**src/rtl/approx_eval_pkg.sv**
```systemverilog
// Shared types and helpers for the approximate-adder error evaluator.
//   state_e      : evaluator FSM states
//   sum_acc_w    : width of the absolute-error sum accumulator
//   cnt_acc_w    : width of the violation counter
//   exact_sum    : reference A+B of a stimulus word, truncated to out_w bits
package approx_eval_pkg;

  typedef enum logic [1:0] {
    IDLE  = 2'd0,
    SWEEP = 2'd1,
    DRAIN = 2'd2,
    DONE  = 2'd3
  } state_e;

  localparam int unsigned DEF_IN_W  = 4;
  localparam int unsigned DEF_OUT_W = 3;
  localparam int unsigned DEF_ET    = 2;

  // 2^in_w vectors of at most 2^out_w-1 error each fit in in_w+out_w bits.
  function automatic int unsigned sum_acc_w(input int unsigned in_w, input int unsigned out_w);
    return in_w + out_w;
  endfunction

  // Up to 2^in_w violations need in_w+1 bits.
  function automatic int unsigned cnt_acc_w(input int unsigned in_w);
    return in_w + 1;
  endfunction

  // Operand A is the low half of stim, operand B the high half.
  function automatic logic [31:0] exact_sum(input logic [31:0] stim,
                                            input int unsigned in_w,
                                            input int unsigned out_w);
    logic [31:0] half_mask;
    logic [31:0] out_mask;
    logic [31:0] op_a;
    logic [31:0] op_b;
    half_mask = (32'd1 << (in_w / 2)) - 32'd1;
    op_a      = stim & half_mask;
    op_b      = (stim >> (in_w / 2)) & half_mask;
    out_mask  = (out_w >= 32) ? 32'hFFFF_FFFF : ((32'd1 << out_w) - 32'd1);
    return (op_a + op_b) & out_mask;
  endfunction

endpackage

```
**src/rtl/approx_err_stage.sv**
```systemverilog
// Error stage: absolute difference between the DUT word and the exact sum,
// threshold compare, and a single pipeline register with a valid flag.
//   clk, rst   : clock, synchronous active-high reset
//   clr        : drop the valid flag (new sweep accepted)
//   en         : capture this cycle's error (sweep cycle)
//   exact      : exact sum for the current stimulus
//   approx     : DUT output word for the current stimulus
//   err_q      : registered absolute error
//   viol_q     : registered (err > ET)
//   valid_q    : stage holds a vector still to be retired
module approx_err_stage
  import approx_eval_pkg::*;
#(
  parameter int unsigned OUT_W = DEF_OUT_W,
  parameter int unsigned ET    = DEF_ET
) (
  input  logic             clk,
  input  logic             rst,
  input  logic             clr,
  input  logic             en,
  input  logic [OUT_W-1:0] exact,
  input  logic [OUT_W-1:0] approx,
  output logic [OUT_W-1:0] err_q,
  output logic             viol_q,
  output logic             valid_q
);

  logic [OUT_W-1:0] err_c;
  logic             viol_c;

  // Unsigned |approx - exact|; both operands are OUT_W wide so no overflow.
  always_comb begin
    err_c  = (approx >= exact) ? (approx - exact) : (exact - approx);
    viol_c = (err_c > OUT_W'(ET));
  end

  always_ff @(posedge clk) begin
    if (rst) begin
      err_q   <= '0;
      viol_q  <= 1'b0;
      valid_q <= 1'b0;
    end else if (clr) begin
      valid_q <= 1'b0;
    end else begin
      valid_q <= en;
      if (en) begin
        err_q  <= err_c;
        viol_q <= viol_c;
      end
    end
  end

endmodule

```
**src/rtl/approx_error_monitor.sv**
```systemverilog
// Exhaustive error evaluator for a combinational approximate adder.
// Sweeps every input vector, compares the DUT word against A+B and
// accumulates max error, error sum and threshold violations.
//   clk, rst   : clock, synchronous active-high reset
//   start      : begin a sweep (accepted in IDLE or DONE)
//   stim_out   : vector driven to the DUT inputs
//   approx_in  : DUT output word for stim_out
//   busy       : sweep in progress (SWEEP, DRAIN)
//   done       : results valid, held until next start or rst
//   max_err    : largest absolute error
//   err_sum    : sum of absolute errors
//   viol_cnt   : vectors with error > ET
//   pass       : valid with done; 1 iff no violations
module approx_error_monitor
  import approx_eval_pkg::*;
#(
  parameter int unsigned IN_W  = DEF_IN_W,
  parameter int unsigned OUT_W = DEF_OUT_W,
  parameter int unsigned ET    = DEF_ET
) (
  input  logic                    clk,
  input  logic                    rst,
  input  logic                    start,
  output logic [IN_W-1:0]         stim_out,
  input  logic [OUT_W-1:0]        approx_in,
  output logic                    busy,
  output logic                    done,
  output logic [OUT_W-1:0]        max_err,
  output logic [IN_W+OUT_W-1:0]   err_sum,
  output logic [IN_W:0]           viol_cnt,
  output logic                    pass
);

  localparam int unsigned SUM_W = sum_acc_w(IN_W, OUT_W);
  localparam int unsigned CNT_W = cnt_acc_w(IN_W);

  state_e           state;
  logic             start_ok_c;
  logic [OUT_W-1:0] exact_c;
  logic [OUT_W-1:0] stg_err;
  logic             stg_viol;
  logic             stg_valid;

  assign start_ok_c = start && ((state == IDLE) || (state == DONE));
  assign exact_c    = OUT_W'(exact_sum(32'(stim_out), IN_W, OUT_W));

  approx_err_stage #(
    .OUT_W (OUT_W),
    .ET    (ET)
  ) u_stage (
    .clk     (clk),
    .rst     (rst),
    .clr     (start_ok_c),
    .en      (state == SWEEP),
    .exact   (exact_c),
    .approx  (approx_in),
    .err_q   (stg_err),
    .viol_q  (stg_viol),
    .valid_q (stg_valid)
  );

  // FSM, stimulus counter and accumulators.
  always_ff @(posedge clk) begin
    if (rst) begin
      state    <= IDLE;
      stim_out <= '0;
      busy     <= 1'b0;
      done     <= 1'b0;
      pass     <= 1'b0;
      max_err  <= '0;
      err_sum  <= '0;
      viol_cnt <= '0;
    end else begin
      // Retire the staged vector; a start below overrides with a clear.
      if (stg_valid) begin
        if (stg_err > max_err) max_err <= stg_err;
        err_sum  <= err_sum + SUM_W'(stg_err);
        viol_cnt <= viol_cnt + CNT_W'(stg_viol);
      end

      case (state)
        IDLE, DONE: begin
          if (start_ok_c) begin
            state    <= SWEEP;
            stim_out <= '0;
            busy     <= 1'b1;
            done     <= 1'b0;
            pass     <= 1'b0;
            max_err  <= '0;
            err_sum  <= '0;
            viol_cnt <= '0;
          end else if (state == DONE) begin
            // Counters are final once in DONE; publish the verdict.
            done <= 1'b1;
            pass <= (viol_cnt == '0);
          end
        end
        SWEEP: begin
          if (&stim_out) begin
            state <= DRAIN;
          end else begin
            stim_out <= stim_out + IN_W'(1);
          end
        end
        DRAIN: begin
          state <= DONE;
          busy  <= 1'b0;
        end
        default: state <= IDLE;
      endcase
    end
  end

endmodule

```
**config.mk**
```make
export PLATFORM = sky130hd
export DESIGN_NAME = approx_error_monitor
export DESIGN_NICKNAME = d
export VERILOG_FILES = /design/src/rtl/approx_eval_pkg.sv /design/src/rtl/approx_err_stage.sv /design/src/rtl/approx_error_monitor.sv
export SDC_FILE = /design/constraint.sdc
export NUM_CORES = 1
export LEC_CHECK = 0
export CORE_UTILIZATION = 50
export DETAILED_ROUTE_END_ITERATION = 7
export DONT_BUFFER_PORTS = 1
export PLACE_DENSITY_LB_ADDON = 0.15
export SLEW_MARGIN = 10
export SYNTH_ARGS = -nofsm -noshare
export SYNTH_HDL_FRONTEND = slang
export SYNTH_HIERARCHICAL = 1
export SYNTH_SLANG_ARGS = --single-unit
```
**constraint.sdc**
```tcl
create_clock -name clk -period 3.45 [get_ports clk]
set_input_delay 1.035 -clock clk [delete_from_list [all_inputs] [get_ports clk]]
set_output_delay 1.035 -clock clk [all_outputs]
set_load 0.01 [all_outputs]
```
==> flow_metrics.env <==
export IMPL_relSlewSlack_pct=65.7
export IMPL_tns_ns=0
export IMPL_grt_setup_unrepaired="false"
export IMPL_die_area_um2=3640
export IMPL_critPathCaptureType="flop"
export IMPL_setup_viol=0
export IMPL_die_w_um=60.4
export IMPL_cp_required_ns=3.63
export IMPL_cp_endpoint="u_stage/viol_q"
export IMPL_grt_pass1_wl_um=5190
export IMPL_grt_total_usage_pct=19.1
export IMPL_gp_congestion=0.765
export IMPL_synthCells=192
export IMPL_grt_start_max_net_pins=15
export IMPL_arrival_ns=2.66
export IMPL_max_freq_mhz=403
export IMPL_min_path_type="reg2reg"
export IMPL_antenna_found_initial=0
export IMPL_fin_crit_ns=2.48
export IMPL_wirelength_um=3080
export IMPL_ys_seq_area_share_pct=34.1
export IMPL_coreArea_um2=3150
export IMPL_critPathLaunch="stim_out[0]"
export IMPL_leakagePower_uw=0.000727
export IMPL_swShare_pct=38.7
export IMPL_avgSynthCellArea_um2=8.87
export IMPL_p_switching_uw=385
export IMPL_num_vias=1311
export IMPL_vdd_ir_drop_max_uv=367
export IMPL_path_class="reg2reg"
export IMPL_rr_endpoint="u_stage/viol_q"
export IMPL_cts_max_path_buffers=2
export IMPL_drcViolationCount=0
export IMPL_area_growth_pct=3.75
export IMPL_wire_per_inst_um=13.0
export IMPL_synth_async_reset_ratio_pct=0
export IMPL_ios=28
export IMPL_cts_root_buf="clkbuf_4"
export IMPL_row_count=20
export IMPL_hold_slack_ns=0.523
export IMPL_status="finished, final reports clean"
export IMPL_postCtsResizedCells=0
export IMPL_worst_clock_skew_ns=0.00875
export IMPL_cellInternalPower_uw=609
export IMPL_ys_ff_latch=29
export IMPL_hpwl_um=2350
export IMPL_reg2reg_depth=8
export IMPL_power_density_nw_per_um2=562
export IMPL_diodes=0
export IMPL_clkTransAtPathRegs_ns=0.09
export IMPL_viasPerCell=5.51
export IMPL_worst_pin_slew_ns=0.514
export IMPL_syn_num_nets=220
export IMPL_clk_latency_ns=0.32
export IMPL_ys_flop_type="dfxtp_1"
export IMPL_timing_rr_start="stim_out[0]"
export IMPL_gr_total_overflow=0
export IMPL_worstPathMaxFanout=6
export IMPL_layout_nets=221
export IMPL_die_h_um=60.4
export IMPL_htreeDepth=2
export IMPL_start_kind="flop"
export IMPL_ant_nets=0
export IMPL_grt_pass1_vias=1260
export IMPL_pwr_share_seq_pct=44.8
export IMPL_port_buffers=0
export IMPL_hold_buffers=0
export IMPL_cts_tree="built"
export IMPL_cts_setup_buffers=0
export IMPL_maxSlewViolCount=0
export IMPL_initialDrtViolationCount=37
export IMPL_clockPowerShare_pct=19.7
export IMPL_finalHoldViolCount=0
export IMPL_drive_gt1_share_pct=5.15
export IMPL_reg2reg_slack_ns=0.97
export IMPL_synth_cell_area_um2=1700
export IMPL_cts_sinks=29
export IMPL_cap_violations=0
export IMPL_pwr_share_comb_pct=35.5
export IMPL_final_util_pct=56.0
export IMPL_finalCritPeriodShare_pct=71.9
export IMPL_start_util_pct=54.0
export IMPL_yosysWarnings=6
export IMPL_first_pass_iters=4
export IMPL_synth_edf_count=0
export IMPL_synth_cell_type_count=37
export IMPL_cts_made_buffers=5
## per-layer routing
layer	share of wire, %	vias to the layer above	track usage [%]
met1	45	625	21.0
met2	50	25	33.9
li1	-	659	-
met5	0	-	0
met4	0.26	0	5.32
met3	4.8	2	7.68
## cell type report
type / instances / area (um2)
multi-input cells: 138 / 1010
well taps: 44 / 55.1
inverters: 19 / 71.3
clock inverters: 2 / 10.0
clock buffers: 6 / 41.3
flip-flops and latches: 29 / 581
fillers: 311 / 1390
## synthesized netlist by cell type (2+ instances only)
| master | count | share of area, % |
|---|---|---|
| mux2i_1 | 7 | 4.1 |
| nand3_1 | 6 | 1.8 |
| buf_6 | 2 | 1.3 |
| nand2b_1 | 3 | 1.1 |
| xor2_1 | 7 | 3.6 |
| clkbuf_1 | 2 | 0.44 |
| fa_1 | 4 | 4.7 |
| a21oi_1 | 12 | 3.5 |
| o211ai_1 | 2 | 0.88 |
| nor2b_1 | 2 | 0.73 |
| nor2_1 | 26 | 5.7 |
| nand2_1 | 16 | 3.5 |
| o21bai_1 | 2 | 0.88 |
| a2bb2oi_1 | 2 | 1.0 |
| ha_1 | 18 | 13 |
| dfxtp_1 | 29 | 34 |
| inv_1 | 19 | 4.2 |
| o21ai_0 | 5 | 1.5 |
| nand4_1 | 5 | 1.8 |
| xnor2_1 | 4 | 2.1 |
| a211oi_1 | 3 | 1.3 |
## flip-flops by register name, indices dropped and copies added (netlist names)
signal	cells
u_stage/viol_q	1
u_stage/valid_q	1
pass	1
done	1
max_err	3
err_sum	7
state	2
stim_out	4
u_stage/err_q	3
busy	1
viol_cnt	5
## critical path, cell delays in order (launching register included)
cell and delay, ns:
dfxtp_1 0.41, ha_1 0.25, fa_1 0.53, inv_1 0.09
fa_1 0.54, inv_1 0.04, a311o_1 0.30, o211ai_2 0.09
a41oi_2 0.11
## cell usage in the layout, fill, tap and decap left out, types with 2 or more instances in the layout
cell       instances
nand2_1           16
a211oi_1           3
ha_1              18
nand2b_1           3
o211ai_1           2
mux2i_1            7
o21ai_0            5
a2bb2oi_1          2
xor2_1             7
o21bai_1           2
inv_1             19
nand3_1            6
clkinv_2           2
clkbuf_4           5
xnor2_1            4
a21oi_1           12
nor2_1            26
nor2b_1            2
nand4_1            5
fa_1               4
dfxtp_1           29
## power by group through the flow
stage,combinational [uW],clock [uW],sequential (uW)
after CTS,356,200,445
after global routing,401,218,453
after floorplan,328,0,429
after detailed placement,351,0,453
after global placement,337,0,451
final,353,196,445
## how the worst min path moves through the flow
stage / start / endpoint / slack, ns / cells past startpoint
global route: pass / pass / 0.55 / 2
finish: pass / pass / 0.52 / 2
floorplan: u_stage/err_q[0] / max_err[0] / 0.46 / 2
detailed placement: pass / pass / 0.51 / 2
CTS: pass / pass / 0.53 / 2
global placement: pass / pass / 0.50 / 2
## metrics by stage
stage | setup slack (ns) | cells | power [uW] | instance area, um2
floorplan | 1.12 | 192 | 757 | 1700
global placement | 1.05 | 230 | 788 | 1720
detailed placement | 0.995 | 230 | 804 | 1720
CTS | 0.976 | 238 | 1000 | 1770
global route | 0.885 | 238 | 1070 | 1770
finish | 0.968 | 238 | 993 | 1770
## logic make-up after synthesis
family / Yosys count / share of synthesized area [%]
AND/OR/NAND/NOR: 63 / 16.9
AO/OA/AOI/OAI: 34 / 13.7
flip-flops: 29 / 34.1
buffers and inverters: 25 / 6.69
adder cells (fa/ha/maj): 22 / 17.9
XOR/XNOR: 11 / 5.66
multiplexers: 8 / 5.00
No activity file was read; power rests on OpenSTA's default activity.
